--- src/rtl/noc_router.sv ---
// Even-odd turn-model route computation for one 2-D mesh hop.
// Picks an output port for the flit and forwards its payload, both registered.
module noc_router #(
  parameter int unsigned WIDTH  = 32,
  parameter int unsigned X_SIZE = 4,
  parameter int unsigned Y_SIZE = 4,
  parameter int unsigned X_BITS = $clog2(X_SIZE),
  parameter int unsigned Y_BITS = $clog2(Y_SIZE)
) (
  input  logic              clk,
  input  logic              rst,
  input  logic [WIDTH-1:0]  data_in,
  input  logic [X_BITS-1:0] current_x,
  input  logic [Y_BITS-1:0] current_y,
  input  logic [X_BITS-1:0] dest_x,
  input  logic [Y_BITS-1:0] dest_y,
  output logic [WIDTH-1:0]  data_out,
  output logic [2:0]        direction
);

  localparam logic [2:0] DIR_LOCAL   = 3'b000;
  localparam logic [2:0] DIR_NORTH   = 3'b001;
  localparam logic [2:0] DIR_EAST    = 3'b010;
  localparam logic [2:0] DIR_SOUTH   = 3'b011;
  localparam logic [2:0] DIR_WEST    = 3'b100;
  localparam logic [2:0] DIR_INVALID = 3'b111;

  // One extra bit so that SIZE itself is representable when it is a power of 2
  localparam logic [X_BITS:0] X_LIM = (X_BITS + 1)'(X_SIZE);
  localparam logic [Y_BITS:0] Y_LIM = (Y_BITS + 1)'(Y_SIZE);

  logic       invalid_c;
  logic [2:0] vertical_c;
  logic [2:0] route_c;

  always_comb begin
    invalid_c = ({1'b0, current_x} >= X_LIM) || ({1'b0, dest_x} >= X_LIM) ||
                ({1'b0, current_y} >= Y_LIM) || ({1'b0, dest_y} >= Y_LIM);
    vertical_c = (dest_y > current_y) ? DIR_NORTH : DIR_SOUTH;
  end

  // Even columns may not turn E->N/S; odd columns may not turn N/S->W
  always_comb begin
    route_c = DIR_LOCAL;
    if (invalid_c) begin
      route_c = DIR_INVALID;
    end else if (dest_x == current_x) begin
      route_c = (dest_y == current_y) ? DIR_LOCAL : vertical_c;
    end else if (dest_x > current_x) begin
      if (dest_y == current_y)  route_c = DIR_EAST;
      else if (current_x[0])    route_c = vertical_c;
      else                      route_c = DIR_EAST;
    end else begin
      if (dest_y == current_y)  route_c = DIR_WEST;
      else if (!current_x[0])   route_c = vertical_c;
      else                      route_c = DIR_WEST;
    end
  end

  always_ff @(posedge clk or negedge rst) begin
    if (!rst) begin
      data_out  <= '0;
      direction <= DIR_LOCAL;
    end else begin
      direction <= route_c;
      data_out  <= (route_c == DIR_INVALID) ? '0 : data_in;
    end
  end

endmodule

--- config.mk ---
export PLATFORM = sky130hd
export DESIGN_NAME = noc_router
export DESIGN_NICKNAME = d
export VERILOG_FILES = /design/src/rtl/noc_router.sv
export SDC_FILE = /design/constraint.sdc
export NUM_CORES = 1
export LEC_CHECK = 0
export ABC_CLOCK_PERIOD_IN_PS = 800
export CORE_UTILIZATION = 30
export CTS_BUF_LIST = sky130_fd_sc_hd__clkbuf_4
export DETAILED_ROUTE_END_ITERATION = 10
export PLACE_DENSITY_LB_ADDON = 0.2
export REMOVE_ABC_BUFFERS = 1
export SYNTH_ARGS = -nofsm -noshare
export SYNTH_HDL_FRONTEND = slang
export SYNTH_SLANG_ARGS = --single-unit
--- constraint.sdc ---
create_clock -name clk -period 0.8 [get_ports clk]
set_input_delay 0.08 -clock clk [delete_from_list [all_inputs] [get_ports clk]]
set_output_delay 0.08 -clock clk [all_outputs]
set_load 0.01 [all_outputs]
======== Word-level counts from Yosys, hierarchy flattened ========
Cells that the tools add are included.
operators by class
  $lt $le $gt $ge ......................... 2
  equal/unequal tests ..................... 3
  mux-type cells .......................... 9
operators with widths
  operator                               count
  2-to-1 mux 32 bit                      1
  2-to-1 mux 3 bit                       5
  2-to-1 mux 2 bit                       3
  == test 2 bit                          2
  > comparator 2 bit                     2
  == test 3 bit (second input constant)  1
storage, ports and cells
  flip-flop bits (word level) ............. 35
  input port bits ......................... 42
  word-level logic and storage cells ...... 16

======== Depth between registers and ports, before layout ========
Gate-level depths: netlist (run 1).
  depth in word-level cells ............... 8
  gate-level depth with buffers ........... 6
  mapped depth without buffers ............ 6

======== Worst setup path before layout (run 1) ========
OpenSTA, ideal clock, no wires.
  path kind ............................... input port to flip-flop
  from .................................... in current_x[1]
  to ...................................... reg direction[1]
  setup time .............................. 128 ps
  data arrival time ....................... 840 ps
  required time ........................... 672 ps
  slack ................................... -168 ps
  stages .................................. 5
  cells stage by stage .................... inv_1 ha_1 a21o_1 a22oi_1 o22ai_1
on the way
  cells in the longest elaborated chain, start to end .. 3
ends and longest elaborated chain
  item                  line  text
  from (decl)           13    input logic [X_BITS-1:0] current_x,
  > comparator 2 bit    49    end else if (dest_x > current_x) begin
  2-to-1 mux 3 bit      49
  2-to-1 mux 3 bit *    47    end else if (dest_x == current_x) begin
  net route_c[1]        34    logic [2:0] route_c;
  to (signal assigned)  65    direction <= route_c;
  to (decl)             18    output logic [2:0] direction
The timed path passes the listed nets; every way through them passes the cells marked *.

======== Worst setup path after layout (run 1) ========
  from .................................... reg data_out[12]
  to ...................................... out data_out[12]
RTL lines
  item                    line  text
  from (decl)             17    output logic [WIDTH-1:0] data_out,
  from (signal assigned)  66    data_out <= (route_c == DIR_INVALID) ? '0 : data_in;
No word-level cell between the ends.

==> results of run 1 <==
[Yosys cell counts, drive strengths merged]
cell / number / area (um^2)
ha: 4 / 50.05
a21oi: 2 / 13.76
o21ai: 1 / 5.000
nor2: 2 / 7.510
o22ai: 2 / 12.51
and2: 2 / 12.51
dfrtp: 35 / 875.8
a22oi: 1 / 7.510
xor2: 1 / 8.760
clkbuf: 32 / 120.1
a21o: 1 / 7.510
inv: 6 / 22.52
nand2: 2 / 7.510
[layout make-up]
cell class / count / area, um^2 / area share (%)
flip-flops and latches: 35 / 875.8 / 46.95
well taps: 48 / 60.06 / 3.219
clock buffers: 5 / 37.54 / 2.012
clock inverters: 2 / 8.758 / 0.4695
multi-input cells: 18 / 226.5 / 12.14
repair buffers: 83 / 634.4 / 34.00
inverters: 6 / 22.52 / 1.207
[repair_timing]
| item | in CTS | in global routing |
|---|---|---|
| endpoints found under the setup margin | 38 | 36 |
| resized for setup | 172 | 5 |
| hold endpoints to repair | 35 | 0 |
| buffers inserted | 1 | 0 |
| pin swaps | 8 | 1 |
| hold buffers | 1 | 0 |
[sequential cells by signal, summed over array words and instances (netlist names)]
signal,flops
data_out,32
direction,3
[power breakdown]
group | leakage, nW | switching [mW] | internal, mW
Sequential | 0.409 | 0.0272 | 1.87
Clock | 0.0285 | 0.501 | 0.311
Combinational | 0.444 | 0.260 | 0.368
Total | 0.882 | 0.788 | 2.55
[worst paths after layout]
check                              from           end  slack, ns  depth (start not counted)
max                        data_out[12]  data_out[12]      -0.12                          1
min                        current_x[0]  direction[1]       0.12                          3
max in group asynchronous           rst  data_out[17]       0.32                          3
min in group asynchronous           rst  direction[1]       0.23                          3
[metrics by stage]
step	instance area, um^2	std cells	power (mW)
after floorplan	1031	59	2.090
after global placement	1884	188	2.572
after detailed placement	1884	188	2.586
after CTS	1846	197	3.384
after global routing	1866	197	3.556
final	1866	197	3.339
[layer usage]
metal | routed length [um] | global-route usage, % | vias up
met4 | 55 | 7.386 | 0
met5 | 0 | 0 | -
met2 | 1123 | 20.48 | 56
li1 | - | - | 370
met1 | 862 | 13.69 | 376
met3 | 265 | 6.071 | 7
[cells by family (layout without fill, tap and decap cells)]
| family | after synthesis | in the layout | synth area share [%] |
|---|---|---|---|
| AO/OA/AOI/OAI | 7 | 7 | 4.021 |
| XOR/XNOR | 1 | 1 | 0.7610 |
| adder cells (fa/ha/maj) | 4 | 4 | 4.348 |
| buffers and inverters | 38 | 96 | 12.39 |
| flip-flops | 35 | 35 | 76.09 |
| AND/OR/NAND/NOR | 6 | 6 | 2.392 |
==> flow_metrics.py, run 1 <==
metrics = {
    "worst_setup_path": {
        "end_kind": "primary output",
        "cp_top_family": "flip-flops",
        "crit_fanout": 1,
        "crit_path_cell_trace": "buf_2",
        "required_ns": 0.72,
        "cp.arrival_ns": 0.84,
        "slowest_stage": "dfrtp_1",
        "path_class": "register to primary output",
        "startpoint_type": "register",
        "path_buf_inv": 1,
        "cp_slowest_stage_delay_ns": 0.38,
    },
    "job": {
        "maxCapViolations": 0,
    },
    "placement": {
        "dp_slack_ns": -0.7361,
        "hpwl_um": 1747,
        "io_buffer_count": 76,
        "place_congestion": 0.5851,
    },
    "global_routing": {
        "grt_pass1_wl_um": 3753,
        "grt_pass1_vias": 836,
        "grt_max_degree": 23,
        "grt_antenna_before_repair": 0,
        "gr-usage-all-layers_pct": 12.78,
        "gr-total-overflow": 0,
    },
    "cts": {
        "clk_path_buf_depth": 2,
        "cts_tree": "built",
        "cts.sinks": 35,
        "cts_buffers": 5,
        "clock-root-buffer": "clkbuf_4",
        "clk_pin_slew_ns": 0.09,
        "cts_max_level": 2,
    },
    "final_layout": {
        "syn_to_final_growth_pct": 62.07,
        "fillers": 338,
        "n_antenna_cell": 0,
        "drive_gt1_share_pct": 45.64,
        "fin_util_pct": 50.96,
        "layout_common_cells": "35 x dfrtp_1, 35 x buf_2, 32 x clkdlybuf4s50_1, 6 x buf_4, 5 x clkbuf_4",
        "final_nets": 195,
    },
    "routing": {
        "route.detailed.drc": 0,
        "drt_iter0_markers": 34,
        "viasPerCell": 4.107,
        "avgRoutedWirePerCell_um": 11.71,
        "vias": 809,
        "postRouteAntennaNets": 0,
        "wirelength_um": 2306,
        "drtPass1Iterations": 2,
    },
    "die": {
        "core_mm2": 0.003661,
        "dieArea_mm2": 0.004089,
        "start_util_pct": 31.44,
        "die_w_um": 63.95,
        "ioPinCount": 77,
        "fp-row-count": 22,
        "die_h_um": 63.95,
    },
    "sta": {
        "setup_viol": 35,
        "rsz0062_at_grt": "yes",
        "finalWorstSetupSlack_ns": -0.1202,
        "max_freq_ghz": 1.087,
        "final_max_slew_viol_count": 0,
        "setup_tns_ns": -3.454,
        "hold_violations": 0,
        "maxSlewHeadroom_pct": 82.42,
        "fin_crit_sh_pct": 115.0,
        "fin_crit_ns": 0.9202,
        "timing_worst_slew_pin_value_ns": 0.2637,
        "worst_hold_slack_ns": 0.1217,
    },
    "hold_path": {
        "hp-class": "input port to register",
    },
    "run_status": {
        "status": "finished with violations",
        "violations": "negative setup slack",
    },
    "power_and_ir_drop": {
        "power.density_mw_per_mm2": 1790,
        "peakVddDrop_uv": 668.5,
        "power.leakage_nw": 0.8816,
    },
    "synthesis": {
        "yosys_warnings": 0,
        "syn_area_per_cell_um2": 12.65,
        "synth_cells": 91,
        "synth_seq_cells": 35,
        "syn-cell-area_mm2": 0.001151,
        "synthDistinctLibCells": 14,
        "ys_seq_area_share_pct": 76.09,
    },
}
No activity file was read; power rests on OpenSTA's default activity.
==> run 2: changes to the inputs <==
- CORE_ASPECT_RATIO: default -> 0.7
==> run 2 against run 1 <==
The flow still finishes with violations (negative setup slack). Global-route usage increased by 0.67 points. Design area is 2.5% higher. Sequential cell count is the same. First-iteration DRC count down 91%. Critical path type unchanged. Critical endpoint is now data_out[16].
==> flow_metrics.py, run 2 (synthesis gave the netlist of run 1 again) <==
metrics = {
    "run_status": {
        "status": "finished with violations",
        "violations": "negative setup slack",
    },
    "worst_setup_path": {
        "cp_top_family": "flip-flops",
        "cp_slowest_stage_delay_ns": 0.38,
        "path_buf_inv": 1,
        "startpoint_type": "register",
        "path_class": "register to primary output",
        "crit_path_start": "data_out[16]",
        "crit_fanout": 1,
        "end_kind": "primary output",
        "crit_end": "data_out[16]",
        "critical_path_depth": 1,
        "crit_path_cell_trace": "buf_2",
        "required_ns": 0.72,
        "cp.arrival_ns": 0.84,
        "slowest_stage": "dfrtp_1",
    },
    "routing": {
        "vias": 791,
        "wirelength_um": 2504,
        "drtPass1Iterations": 2,
        "postRouteAntennaNets": 0,
        "avgRoutedWirePerCell_um": 12.58,
        "drt_iter0_markers": 3,
        "viasPerCell": 3.975,
        "route.detailed.drc": 0,
    },
    "final_layout": {
        "final_nets": 194,
        "mostFrequentLayoutCell": "dfrtp_1",
        "largest_reg_flops": 32,
        "drive_gt1_share_pct": 44.30,
        "layout_common_cells": "35 x dfrtp_1, 32 x clkdlybuf4s50_1, 32 x buf_2, 5 x clkbuf_4, 5 x buf_6",
        "n_antenna_cell": 0,
        "instances_no_fill": 199,
        "top_register": "data_out",
        "reg_top3": "data_out (32), direction (3)",
        "syn_to_final_growth_pct": 66.09,
    },
    "hold_path": {
        "whs_path_depth": 3,
        "hp-class": "input port to register",
    },
    "die": {
        "ioPinCount": 77,
        "dieArea_mm2": 0.004093,
        "die_w_um": 76.04,
        "core_mm2": 0.003603,
        "start_util_pct": 31.94,
        "fp-row-count": 18,
        "die_h_um": 53.83,
    },
    "power_and_ir_drop": {
        "peakVddDrop_uv": 1305,
        "finalPower_mw": 3.726,
        "pwr-share-clk_pct": 31.9,
        "switching_share_pct": 22.42,
        "share_comb_of_total_power_pct": 17.0,
        "power.leakage_nw": 0.9011,
        "power.internal_mw": 2.890,
        "pwr-share-seq_pct": 51.1,
        "power_switching_uw": 835.4,
        "power.density_mw_per_mm2": 1949,
    },
    "global_routing": {
        "grt_pass1_vias": 850,
        "gr-total-overflow": 0,
        "gr-usage-all-layers_pct": 13.45,
        "grt_pass1_wl_um": 3939,
        "grt_antenna_before_repair": 0,
        "grt_max_degree": 28,
    },
    "cts": {
        "cts_max_level": 2,
        "clock-root-buffer": "clkbuf_4",
        "cts_buffers": 5,
        "cts_tree": "built",
        "clk_path_buf_depth": 2,
        "clk_pin_slew_ns": 0.10,
        "cts.sinks": 35,
    },
    "sta": {
        "final_max_slew_viol_count": 0,
        "fin_crit_sh_pct": 115.6,
        "setup_viol": 35,
        "rsz0062_at_grt": "yes",
        "fin_crit_ns": 0.9247,
        "maxSlewHeadroom_pct": 85.11,
        "timing_worst_slew_pin_value_ns": 0.2233,
        "max_freq_ghz": 1.081,
        "hold_violations": 0,
        "finalWorstSetupSlack_ns": -0.1247,
    },
    "placement": {
        "dp.cells": 189,
        "dp_slack_ns": -0.6954,
        "hpwl_um": 1871,
        "place_congestion": 0.6531,
        "io_buffer_count": 76,
    },
    "job": {
        "maxCapViolations": 0,
    },
}
==> run 2: how the worst min path moves through the flow <==
stage	startpoint	to	slack [ns]
after detailed placement	rst	data_out[3]	-0.05
after global placement	rst	data_out[3]	-0.05
final	current_x[0]	direction[1]	0.13
after global routing	current_x[0]	direction[1]	0.12
after CTS	rst	data_out[5]	0.12
after floorplan	rst	data_out[0]	-0.22
==> run 2: power groups by stage <==
stage | registers (mW) | logic, mW | clock network (mW)
finish | 1.90 | 0.634 | 1.19
floorplan | 2.00 | 0.0922 | 0
CTS | 1.90 | 0.608 | 1.25
global placement | 1.94 | 0.641 | 0
detailed placement | 1.94 | 0.652 | 0
global route | 1.91 | 0.686 | 1.32
==> run 2: timing repair <==
action                                 4_1_cts  5_1_grt
setup buffers                                1        0
endpoints found under the hold margin       35        0
pin swaps                                    7        2
setup endpoints to repair                   38       37
gates resized for setup                    168        9
hold buffers                                 1        0
==> run 2: final cells by class <==
class | instances | area, um^2
clock inverter | 3 | 38.79
inverter | 6 | 22.52
tap | 50 | 62.56
sequential | 35 | 875.8
timing repair buffer | 82 | 651.9
fill | 335 | 1692
multi-input combinational | 18 | 222.7
clock buffer | 5 | 37.54
==> run 2: metal layers <==
| metal | part of all wire, % | global-route usage [%] | vias up |
|---|---|---|---|
| met5 | 0 | 0 | - |
| met4 | 1.2 | 8.654 | 0 |
| met3 | 6.9 | 4.746 | 4 |
| met2 | 55 | 24.85 | 37 |
| met1 | 37 | 13.65 | 385 |
| li1 | - | - | 365 |
==> run 2: metrics by stage <==
stage                     TNS (ns)  util, %  hold WS, ns  instance area (um^2)
after detailed placement    -6.053    52.50     -0.05000                  1892
after floorplan            -0.3942        -      -0.2156                  1031
after CTS                   -4.784    52.15       0.1170                  1879
after global routing        -5.703    53.06       0.1152                  1912
final                       -3.839    53.06       0.1344                  1912
after global placement      -5.835    52.50     -0.05496                  1892
